`src/rtl/bq_pkg.sv`:
```
// Shared definitions for the biquad sample feeder: sample width, register map,
// CTRL/STATUS bit positions and the bus handshake state type.
package bq_pkg;

  localparam int BQ_DW = 12;

  localparam logic [1:0] REG_DATA   = 2'd0;
  localparam logic [1:0] REG_CTRL   = 2'd1;
  localparam logic [1:0] REG_STATUS = 2'd2;
  localparam logic [1:0] REG_RSVD   = 2'd3;

  localparam int CTRL_EN      = 0;
  localparam int CTRL_FLUSH   = 1;
  localparam int CTRL_MASK    = 2;
  localparam int CTRL_DIV_LSB = 16;

  localparam int STAT_EMPTY   = 0;
  localparam int STAT_FULL    = 1;
  localparam int STAT_OVF     = 2;
  localparam int STAT_UDF     = 3;
  localparam int STAT_LVL_LSB = 8;

  typedef logic [BQ_DW-1:0] sample_t;

  // IDLE -> ACK (one cycle) -> GAP (one cycle) -> IDLE
  typedef enum logic [1:0] {
    BUS_IDLE = 2'd0,
    BUS_ACK  = 2'd1,
    BUS_GAP  = 2'd2
  } bus_state_t;

endpackage

```
`src/rtl/bq_sync_fifo.sv`:
```
// Synchronous FIFO holding queued samples; push and pop may coincide, flush
// empties it in one cycle and wins over a simultaneous push or pop.
module bq_sync_fifo #(
  parameter int DW    = 12,
  parameter int DEPTH = 8
) (
  input  logic                   clk,
  input  logic                   rst,
  input  logic                   push,
  input  logic                   pop,
  input  logic                   flush,
  input  logic [DW-1:0]          din,
  output logic [DW-1:0]          head,
  output logic                   full,
  output logic                   empty,
  output logic [$clog2(DEPTH):0] level
);

  localparam int AW = $clog2(DEPTH);
  localparam logic [AW:0] FULL_LVL = DEPTH[AW:0];
  localparam logic [AW:0] PTR_ONE  = {{AW{1'b0}}, 1'b1};

  logic [DW-1:0] mem [DEPTH];
  logic [AW:0]   wptr_q;
  logic [AW:0]   rptr_q;

  // Pointers carry one extra bit so full and empty are distinguishable.
  always_ff @(posedge clk or posedge rst) begin
    if (rst) begin
      wptr_q <= '0;
      rptr_q <= '0;
    end else if (flush) begin
      wptr_q <= '0;
      rptr_q <= '0;
    end else begin
      if (push) wptr_q <= wptr_q + PTR_ONE;
      if (pop)  rptr_q <= rptr_q + PTR_ONE;
    end
  end

  always_ff @(posedge clk) begin
    if (push && !flush) mem[wptr_q[AW-1:0]] <= din;
  end

  assign head  = mem[rptr_q[AW-1:0]];
  assign level = wptr_q - rptr_q;
  assign empty = (level == '0);
  assign full  = (level == FULL_LVL);

endmodule

```
`src/rtl/bq_sample_feeder.sv`:
```
// Wishbone-fed sample FIFO that paces samples into a biquad x input.
// Optional FIFO-empty interrupt with mask bit: define BQ_FEEDER_IRQ_EN.
module bq_sample_feeder
  import bq_pkg::*;
#(
  parameter int DW    = BQ_DW,
  parameter int DEPTH = 8
) (
  input  logic          wb_clk_i,
  input  logic          wb_rst_i,
  input  logic          wb_cyc_i,
  input  logic          wb_stb_i,
  input  logic          wb_we_i,
  input  logic [31:0]   wb_adr_i,
  input  logic [31:0]   wb_dat_i,
  input  logic [3:0]    wb_sel_i,
  output logic          wb_ack_o,
  output logic [31:0]   wb_dat_o,
  output logic [DW-1:0] x,
  output logic          x_valid,
  output logic          irq_o,
  output bus_state_t    bus_state
);

  localparam int LW = $clog2(DEPTH) + 1;

  // Handshake: wb_ack_o is high for exactly the BUS_ACK cycle, and every
  // register side effect is applied on the clock edge that ends that cycle.
  bus_state_t state_q, state_d;

  always_ff @(posedge wb_clk_i or posedge wb_rst_i) begin
    if (wb_rst_i) state_q <= BUS_IDLE;
    else          state_q <= state_d;
  end

  always_comb begin
    state_d = state_q;
    case (state_q)
      BUS_IDLE: if (wb_cyc_i && wb_stb_i) state_d = BUS_ACK;
      BUS_ACK:  state_d = BUS_GAP;
      BUS_GAP:  state_d = BUS_IDLE;
      default:  state_d = BUS_IDLE;
    endcase
  end

  assign bus_state = state_q;
  assign wb_ack_o  = (state_q == BUS_ACK);

  logic [1:0] reg_sel;
  logic       wr, data_wr, ctrl_wr, stat_wr, flush;
  assign reg_sel = wb_adr_i[3:2];
  assign wr      = wb_ack_o && wb_cyc_i && wb_stb_i && wb_we_i;
  assign data_wr = wr && (reg_sel == REG_DATA);
  assign ctrl_wr = wr && (reg_sel == REG_CTRL);
  assign stat_wr = wr && (reg_sel == REG_STATUS);
  assign flush   = ctrl_wr && wb_dat_i[CTRL_FLUSH];

  logic        en_q;
  logic [15:0] div_q;
`ifdef BQ_FEEDER_IRQ_EN
  logic        mask_q;
`endif

  always_ff @(posedge wb_clk_i or posedge wb_rst_i) begin
    if (wb_rst_i) begin
      en_q   <= 1'b0;
      div_q  <= '0;
`ifdef BQ_FEEDER_IRQ_EN
      mask_q <= 1'b0;
`endif
    end else if (ctrl_wr) begin
      en_q   <= wb_dat_i[CTRL_EN];
      div_q  <= wb_dat_i[CTRL_DIV_LSB +: 16];
`ifdef BQ_FEEDER_IRQ_EN
      mask_q <= wb_dat_i[CTRL_MASK];
`endif
    end
  end

  // Counter is held at 0 while disabled so enabling always restarts the period.
  logic [15:0] cnt_q;
  logic        tick;
  assign tick = en_q && (cnt_q >= div_q);

  always_ff @(posedge wb_clk_i or posedge wb_rst_i) begin
    if (wb_rst_i)            cnt_q <= '0;
    else if (!en_q || tick)  cnt_q <= '0;
    else                     cnt_q <= cnt_q + 16'd1;
  end

  logic [DW-1:0] head;
  logic          fifo_full, fifo_empty, pop, push;
  logic [LW-1:0] level;

  // A pop in the same cycle frees the slot a push into a full FIFO needs.
  assign pop  = tick && !fifo_empty && !flush;
  assign push = data_wr && (!fifo_full || pop);

  bq_sync_fifo #(.DW(DW), .DEPTH(DEPTH)) u_fifo (
    .clk   (wb_clk_i),
    .rst   (wb_rst_i),
    .push  (push),
    .pop   (pop),
    .flush (flush),
    .din   (wb_dat_i[DW-1:0]),
    .head  (head),
    .full  (fifo_full),
    .empty (fifo_empty),
    .level (level)
  );

  logic ovf_q, udf_q;
  always_ff @(posedge wb_clk_i or posedge wb_rst_i) begin
    if (wb_rst_i) begin
      ovf_q <= 1'b0;
      udf_q <= 1'b0;
    end else begin
      if (stat_wr && wb_dat_i[STAT_OVF]) ovf_q <= 1'b0;
      if (stat_wr && wb_dat_i[STAT_UDF]) udf_q <= 1'b0;
      if (data_wr && fifo_full && !pop)  ovf_q <= 1'b1;
      if (tick && fifo_empty)            udf_q <= 1'b1;
    end
  end

  always_ff @(posedge wb_clk_i or posedge wb_rst_i) begin
    if (wb_rst_i) begin
      x       <= '0;
      x_valid <= 1'b0;
    end else begin
      x_valid <= pop;
      if (pop) x <= head;
    end
  end

  logic [31:0] rdata;
  always_comb begin
    rdata = '0;
    case (reg_sel)
      REG_CTRL: begin
        rdata[CTRL_EN]              = en_q;
        rdata[CTRL_DIV_LSB +: 16]   = div_q;
`ifdef BQ_FEEDER_IRQ_EN
        rdata[CTRL_MASK]            = mask_q;
`endif
      end
      REG_STATUS: begin
        rdata[STAT_EMPTY]           = fifo_empty;
        rdata[STAT_FULL]            = fifo_full;
        rdata[STAT_OVF]             = ovf_q;
        rdata[STAT_UDF]             = udf_q;
        rdata[STAT_LVL_LSB +: 8]    = 8'(level);
      end
      default: rdata = '0;
    endcase
  end

  assign wb_dat_o = (wb_ack_o && !wb_we_i) ? rdata : 32'h0;

`ifdef BQ_FEEDER_IRQ_EN
  logic irq_q;
  always_ff @(posedge wb_clk_i or posedge wb_rst_i) begin
    if (wb_rst_i) irq_q <= 1'b0;
    else          irq_q <= en_q && fifo_empty && !mask_q;
  end
  assign irq_o = irq_q;
`else
  assign irq_o = 1'b0;
`endif

  logic unused_bits;
  assign unused_bits = ^{wb_sel_i, wb_adr_i[31:4], wb_adr_i[1:0], wb_dat_i};

endmodule
```
`config.mk`:
```
export PLATFORM = sky130hd
export DESIGN_NAME = bq_sample_feeder
export DESIGN_NICKNAME = d
export VERILOG_FILES = /design/src/rtl/bq_pkg.sv /design/src/rtl/bq_sync_fifo.sv /design/src/rtl/bq_sample_feeder.sv
export SDC_FILE = /design/constraint.sdc
export NUM_CORES = 1
export LEC_CHECK = 0
export ABC_AREA = 1
export CAP_MARGIN = 20
export CELL_PAD_IN_SITES_DETAIL_PLACEMENT = 0
export CELL_PAD_IN_SITES_GLOBAL_PLACEMENT = 1
export CORE_ASPECT_RATIO = 1.5
export CORE_UTILIZATION = 37
export DETAILED_ROUTE_END_ITERATION = 8
export GPL_ROUTABILITY_DRIVEN = 1
export PLACE_DENSITY = 0.87
export SKIP_CTS_REPAIR_TIMING = 1
export SYNTH_ARGS = -nofsm -noshare
export SYNTH_HDL_FRONTEND = slang
export SYNTH_SLANG_ARGS = --single-unit
```
`constraint.sdc`:
```
create_clock -name wb_clk_i -period 3.1 [get_ports wb_clk_i]
set_clock_uncertainty 0.05 [all_clocks]
set_input_delay 0.62 -clock wb_clk_i [delete_from_list [all_inputs] [get_ports wb_clk_i]]
set_output_delay 0.62 -clock wb_clk_i [all_outputs]
set_load 0.05 [all_outputs]
```
==> reports/results.tsv, run 1 <==
metric	value	unit
setup_viol	0	
grt_pass1_wl	26100	µm
drt-total-wl	16600	µm
tightestPinTransition	0.651	ns
clk_pin_slew	0.06	ns
power.total	4.76	mW
fin_ws	0.00384	ns
vdd_drop_max	0.360	mV
ys_types	35	
drc	0	
syn2layout_area_growth	30.1	%
numCtsBuffers	17	
start_kind	register	
cp_data_required_time	2.43	ns
crit_path_frequent_cell	nor2_4	
slew_headroom	56.5	%
final_common_cell	nand2_1	
grt_pass1_vias	5076	
synth-edff-count	96	
hold_violations	0	
rsz0062_at_grt	true	
synthCells	698	
critPathSlowestCell	dfrtp_2	
fill_cells	1674	
worst_ep_arrival_time	2.43	ns
slowest_delay	0.45	ns
cts_tree	done	
n_antenna_cell	0	
final_util	49.4	%
clock_sinks	154	
min_period	3.10	ns
drtIter0Drc	371	
clockRootBuffer	clkbuf_16	
crit_family	adder cells	
ys.flop_type	edfxtp_1	
h-tree-depth	4	
hpwlAfterDp	10800	µm
die-area	0.0197	mm²
mostFrequentLayoutCells	128 x nand2_1, 113 x nor2_1, 96 x edfxtp_1	
seq_area_frac_synth	61.3	%
dr.pass1.iters	4	
fin_crit_sh	99.9	%
drv_slew	0	
yosys_warnings	0	
viasPerCell	4.88	
stdcell_count	1057	
powerDensity	518	mW/mm²
cp_num_buf_inv	3	
cp_max_fo	5	
cap_violations	0	
antenna_found_initial	0	
whs	0.411	ns
wl_per_cell	15.7	µm
crit_chain	inv_4, ha_4, inv_2, fa_2, xor2_2, nor2_4, nand3_2, o21ai_1, nand2_1, nor2_4, buf_12	
power.leakage	3.82	nW
critPathKind	reg2out	
synth_area	0.00707	mm²
cts_buffer_depth	2	
die_h	171	µm
async_flop_share	37.7	%
place_inst	1020	
die_w	115	µm
ys_ff_latch	154	
fmaxAchievable	323	MHz
grt.overflow.total	0	
core-area	0.0186	mm²
port_buffers	74	
avgSynthCellArea	10.1	µm²
fin_nets	891	
end_kind	primary output	
hp-class	reg2reg	
outcome	complete, no violations	
row_count	61	
via_count	5157	
antenna_left	0	
grt_max_degree	51	
preCtsSetupSlack	0.219	ns
clock_latency	0.42	ns
gp_congestion	0.793	
final_layout_size_suffix_gt1_share	13.9	%
grt_use_total	17.8	%
ios	122	
start_util	37.9	%
[kinds of logic after synthesis]
kind of cell	count (synthesis)	share of synthesized area, %
flip-flops	154	61.3
other	1	0.0531
buffers and inverters	93	5.63
XOR/XNOR	9	1.12
adder cells (fa/ha/maj)	26	4.71
AND/OR/NAND/NOR	350	22.4
AO/OA/AOI/OAI	64	4.59
multiplexers	1	0.159
[registers in the layout, summed over array words and instances (netlist names)]
signal	cells
bus_state	2
cnt_q	16
div_q	16
en_q	1
ovf_q	1
u_fifo.mem	96
u_fifo.rptr_q	4
u_fifo.wptr_q	4
udf_q	1
x	12
x_valid	1
[cell type report]
class | instances | area, µm² | share of cell area (%)
Clock buffer | 22 | 484 | 5.27
Inverter | 60 | 230 | 2.50
Multi-Input combinational cell | 459 | 2420 | 26.3
Timing Repair Buffer | 100 | 1250 | 13.6
Tap cell | 252 | 315 | 3.43
Clock inverter | 10 | 160 | 1.74
Sequential cell | 154 | 4340 | 47.2
[worst paths after layout]
path	depth (start not counted)	from	to	slack, ns
hold reg to reg	1	bus_state[0]$_DFFE_PP0P_	bus_state[0]$_DFFE_PP0P_	0.41
hold / removal	1	bus_state[0]$_DFFE_PP0P_	bus_state[0]$_DFFE_PP0P_	0.41
min in group asynchronous	2	wb_rst_i	u_fifo.wptr_q[1]$_DFFE_PP0P_	0.53
setup / recovery	11	u_fifo.wptr_q[0]$_DFFE_PP0P_	wb_dat_o[0]	0.004
max in group asynchronous	3	wb_rst_i	x[11]$_DFFE_PP0P_	1.86
setup reg to reg	14	u_fifo.wptr_q[0]$_DFFE_PP0P_	u_fifo.mem[0][3]$_DFFE_PP_	0.37
[routing by layer]
| metal | vias up | global-route usage (%) | part of all wire, % |
|---|---|---|---|
| met3 | 30 | 2.85 | 4.2 |
| met4 | 0 | 7.91 | 2.1 |
| met2 | 137 | 33.8 | 55 |
| met1 | 2453 | 19.2 | 39 |
| li1 | 2537 | - | - |
| met5 | - | 0 | 0 |
[worst register-to-register path: stages, from the launching register on]
cell and delay (ns):
dfrtp_2 0.45, inv_4 0.08, ha_4 0.13, inv_2 0.04, fa_2 0.56, inv_2 0.04, nand2_2 0.07, nor2_4 0.04
nand3_2 0.08, buf_4 0.14, nand4_4 0.12, nand2_4 0.14, nand4_4 0.12, nor2_1 0.20, buf_12 0.19
[per-stage QoR]
stage / TNS [ns] / area [µm²]
finish: 0 / 9200
detailed placement: 0 / 8470
global placement: 0 / 8470
CTS: -0.346 / 9110
global route: -0.120 / 9200
floorplan: -1.08 / 7110
[Yosys cell counts (2+ instances only)]
cell | instances | area share [%]
nand4_1 | 34 | 3.0
xor2_1 | 5 | 0.62
ha_1 | 25 | 4.4
clkbuf_1 | 20 | 1.1
nor3b_1 | 6 | 0.64
edfxtp_1 | 96 | 41
nor2_2 | 4 | 0.35
dfrtp_1 | 58 | 21
nor3_1 | 9 | 0.64
nand3_1 | 40 | 2.8
nor3_2 | 2 | 0.28
nand2_2 | 2 | 0.18
nor4_1 | 3 | 0.27
a21oi_1 | 28 | 2.0
nor2_1 | 115 | 6.1
inv_1 | 57 | 3.0
clkinv_1 | 2 | 0.11
nand4_4 | 2 | 0.60
buf_4 | 10 | 1.1
xnor2_1 | 4 | 0.50
nand2_1 | 129 | 6.9
nand4_2 | 2 | 0.35
o21ai_0 | 33 | 2.3
[power breakdown]
group / internal (mW) / switching (mW)
Clock: 1.44 / 0.805
Sequential: 2.22 / 0.0194
Combinational: 0.108 / 0.175
No activity file was read; power rests on OpenSTA's default activity.
==> run 2: changes to the inputs <==
--- a/config.mk
+++ b/config.mk
@@ -5,12 +5,12 @@
 export SDC_FILE = /design/constraint.sdc
 export NUM_CORES = 1
 export LEC_CHECK = 0
-export ABC_AREA = 1
 export CAP_MARGIN = 20
 export CELL_PAD_IN_SITES_DETAIL_PLACEMENT = 0
 export CELL_PAD_IN_SITES_GLOBAL_PLACEMENT = 1
 export CORE_ASPECT_RATIO = 1.5
-export CORE_UTILIZATION = 37
+export CORE_MARGIN = 4
+export CORE_UTILIZATION = 39
 export DETAILED_ROUTE_END_ITERATION = 8
 export GPL_ROUTABILITY_DRIVEN = 1
 export PLACE_DENSITY = 0.87
==> run 2 against run 1 <==
The run now ends with setup timing left; via count decreased by 17%; global-route usage decreased by 2.1 points; area after synthesis decreased by 2.2%; power increased by 32%; cell area increased by 0.95%; worst hold slack improved by 0.019 ns; synthesized cell count decreased by 31%; combinational power increased to 6.5 times the previous value; critical endpoint is now u_fifo.mem[0][2]$_DFFE_PP_; largest cell class unchanged.
==> reports/results.tsv, run 2 <==
metric	value	unit	change
tightestPinTransition	0.560	ns	-0.0909 ns
setup_viol	13		+13
ios	122		unchanged
viasPerCell	5.17		+6.0%
start_kind	register		
wl_per_cell	17.9	µm	+14%
min_period	3.17	ns	+0.0768 ns
worst_ep_arrival_time	3.24	ns	+0.81 ns
clockRootBuffer	clkbuf_16		
ys_types	47		+34%
synth_area	0.00691	mm²	-2.2%
yosys-top-cells-area	edfxtp_1 42%, dfrtp_1 21%, mux4_2 7.8%		
synth_common_cells	96 x edfxtp_1, 58 x dfrtp_1, 33 x nor2_1		
place_inst	793		-22%
synth_top_area_share	41.7	%	+0.92 points
stdcell_count	829		-22%
drtIter0Drc	266		-28%
fin_crit_sh	102	%	+2.5 points
ys.flop_type	edfxtp_1		
synth_compound_area_share	4.02	%	-0.57 points
outcome	finished with violations		
clock_sinks	154		unchanged
synthAdderAreaFrac	4.82	%	+0.11 points
die_h	171	µm	-0.13%
gp_congestion	0.817		+3.0%
fin_nets	702		-21%
clkPwrFrac	32.1	%	-15 points
cts_tree	done		
port_buffers	74		unchanged
hold_violations	0		unchanged
final_layout_size_suffix_gt1_share	29.1	%	+15 points
fill_cells	1364		-19%
power.leakage	3.67	nW	-4.0%
final_common_cell	edfxtp_1		
dr.pass1.iters	4		unchanged
vdd_drop_max	0.618	mV	+72%
seqPwrFrac	38.6	%	-8.4 points
fin_ws	-0.0729	ns	-0.0768 ns
violations	setup timing		
drt-total-wl	14800	µm	-11%
clk_pin_slew	0.07	ns	about the same
die_w	117	µm	+1.6%
synth_most_common_cell	edfxtp_1		
synth_area_leader_cell	edfxtp_1		
grt.overflow.total	0		unchanged
cp_data_required_time	3.17	ns	+0.74 ns
cts_buffer_depth	2		unchanged
row_count	59		-3.3%
combPwrFrac	29.3	%	+23 points
drv_slew	0		unchanged
n_antenna_cell	0		unchanged
avgSynthCellArea	14.4	µm²	+42%
grt_use_total	15.7	%	-2.1 points
mostFrequentLayoutCells	96 x edfxtp_1, 56 x dfrtp_1, 50 x clkdlybuf4s50_1		
slew_headroom	62.6	%	+6.1 points
grt_pass1_vias	4621		-9.0%
yosys.area_share.xor_xnor	2.53	%	+1.4 points
cp_max_fo	12		+7
hpwlAfterDp	10600	µm	-1.8%
via_count	4286		-17%
muxShareOfSynthArea	12.3	%	+12 points
numCtsBuffers	17		unchanged
yosys_warnings	0		unchanged
synth_simple_gate_area_share	9.94	%	-12 points
internal_power	4.26	mW	+13%
critPathKind	reg2reg		
hp-class	reg2reg		
ys_ff_latch	154		unchanged
antenna_found_initial	0		unchanged
syn2layout_area_growth	34.3	%	
largest_reg_flops	96		unchanged
drc	0		unchanged
powerDensity	678	mW/mm²	+31%
switching_power	2.03	mW	+100%
final_util	53.5	%	+4.1 points
synth-edff-count	96		unchanged
p_sw_share	32.2	%	+11 points
die-area	0.0200	mm²	+1.5%
grt_max_degree	35		-31%
rsz0062_at_grt	true		
start_util	39.8	%	+1.9 points
seq_area_frac_synth	62.7	%	+1.4 points
end_kind	register		
tns	-0.769	ns	-0.769 ns
clock_latency	0.42	ns	about the same
async_flop_share	37.7	%	unchanged
cap_violations	0		unchanged
antenna_left	0		unchanged
synth_top_family_by_area	multiplexers		
synthCells	480		-31%
core-area	0.0173	mm²	-6.8%
fmaxAchievable	315	MHz	-2.4%
h-tree-depth	4		unchanged
grt_pass1_wl	23900	µm	-8.5%
==> run 2: cell count changes in the layout (fill, tap and decap cells not counted), moves of 16 or more <==
cell,before,now
nand2_1,128,31
nor2_1,113,26
inv_1,53,22
nand4_1,34,3
and3_1,0,25
nand3_1,40,15
mux4_2,0,24
o21ai_0,32,15
a21oi_1,26,10
buf_4,20,36
mux2_2,1,17
==> run 2: worst max-delay path, stage by stage (launching register included) <==
cell	delay, ns
dfrtp_1	0.40
ha_1	0.31
nand4_1	0.15
or3_4	0.44
a2111oi_4	0.28
o311ai_2	0.17
o21a_4	0.24
or3_4	0.43
nor3_4	0.22
buf_12	0.17
==> run 2: through the flow <==
stage | setup slack [ns] | area (µm²) | hold slack (ns) | power, mW
detailed placement | -0.0977 | 8560 | 0.409 | 4.24
CTS | -0.245 | 9150 | 0.426 | 6.27
global route | -0.209 | 9280 | 0.435 | 6.61
finish | -0.0729 | 9280 | 0.430 | 6.29
floorplan | -0.00236 | 7060 | 0.390 | 3.78
global placement | -0.0800 | 8560 | 0.401 | 4.20
==> run 2: path summary, 6_finish.rpt <==
check / from / to / slack, ns / cells after the start
worst max-delay path: cnt_q[15]$_DFF_PP0_ / u_fifo.mem[0][2]$_DFFE_PP_ / -0.07 / 9
worst min-delay path: bus_state[0]$_DFFE_PP0P_ / bus_state[0]$_DFFE_PP0P_ / 0.43 / 1
worst max register to register: cnt_q[15]$_DFF_PP0_ / u_fifo.mem[0][2]$_DFFE_PP_ / -0.07 / 9
worst min register to register: bus_state[0]$_DFFE_PP0P_ / bus_state[0]$_DFFE_PP0P_ / 0.43 / 1
max in group asynchronous: wb_rst_i / cnt_q[13]$_DFF_PP0_ / 1.87 / 3
min in group asynchronous: wb_rst_i / div_q[3]$_DFFE_PP0P_ / 0.52 / 2
==> run 2: area by class of cell <==
type | count | area [µm²] | share of cell area (%)
sequential | 154 | 4340 | 46.7
multi-input combinational | 281 | 2500 | 26.9
timing repair buffer | 122 | 1480 | 15.9
clock buffer | 17 | 425 | 4.58
tap | 213 | 267 | 2.87
clock inverter | 15 | 164 | 1.77
inverter | 27 | 110 | 1.19
==> run 2: power groups by stage <==
stage | clock [mW] | sequential [mW] | combinational [mW]
after floorplan | 0 | 2.73 | 1.04
after global placement | 0 | 2.47 | 1.73
after detailed placement | 0 | 2.47 | 1.77
after CTS | 2.06 | 2.43 | 1.78
after global routing | 2.17 | 2.45 | 2.00
final | 2.02 | 2.43 | 1.84
==> run 2: layer usage <==
metal	share of wire (%)	track usage [%]	vias to the layer above	wire length [µm]
met5	0	0	-	0
met4	1.6	5.09	0	235
met3	6.6	4.64	17	981
met2	54	27.6	156	8010
met1	38	18.2	2119	5600
li1	-	-	1994	-
==> run 2: logic make-up (layout without fill, tap and decap cells) <==
logic type,after synthesis,count (layout)
compound gates,40,40
xor+xnor,20,20
fa+ha+maj,26,26
buf+inv,53,181
flops,154,154
mux,53,53
other cells,1,9
simple gates,133,133
==> run 3: changes to the inputs <==
--- a/config.mk
+++ b/config.mk
@@ -5,7 +5,6 @@
 export SDC_FILE = /design/constraint.sdc
 export NUM_CORES = 1
 export LEC_CHECK = 0
-export CAP_MARGIN = 20
 export CELL_PAD_IN_SITES_DETAIL_PLACEMENT = 0
 export CELL_PAD_IN_SITES_GLOBAL_PLACEMENT = 1
 export CORE_ASPECT_RATIO = 1.5
==> results of run 3 <==
Final layout, timing and power as in run 2 (identical DEF).
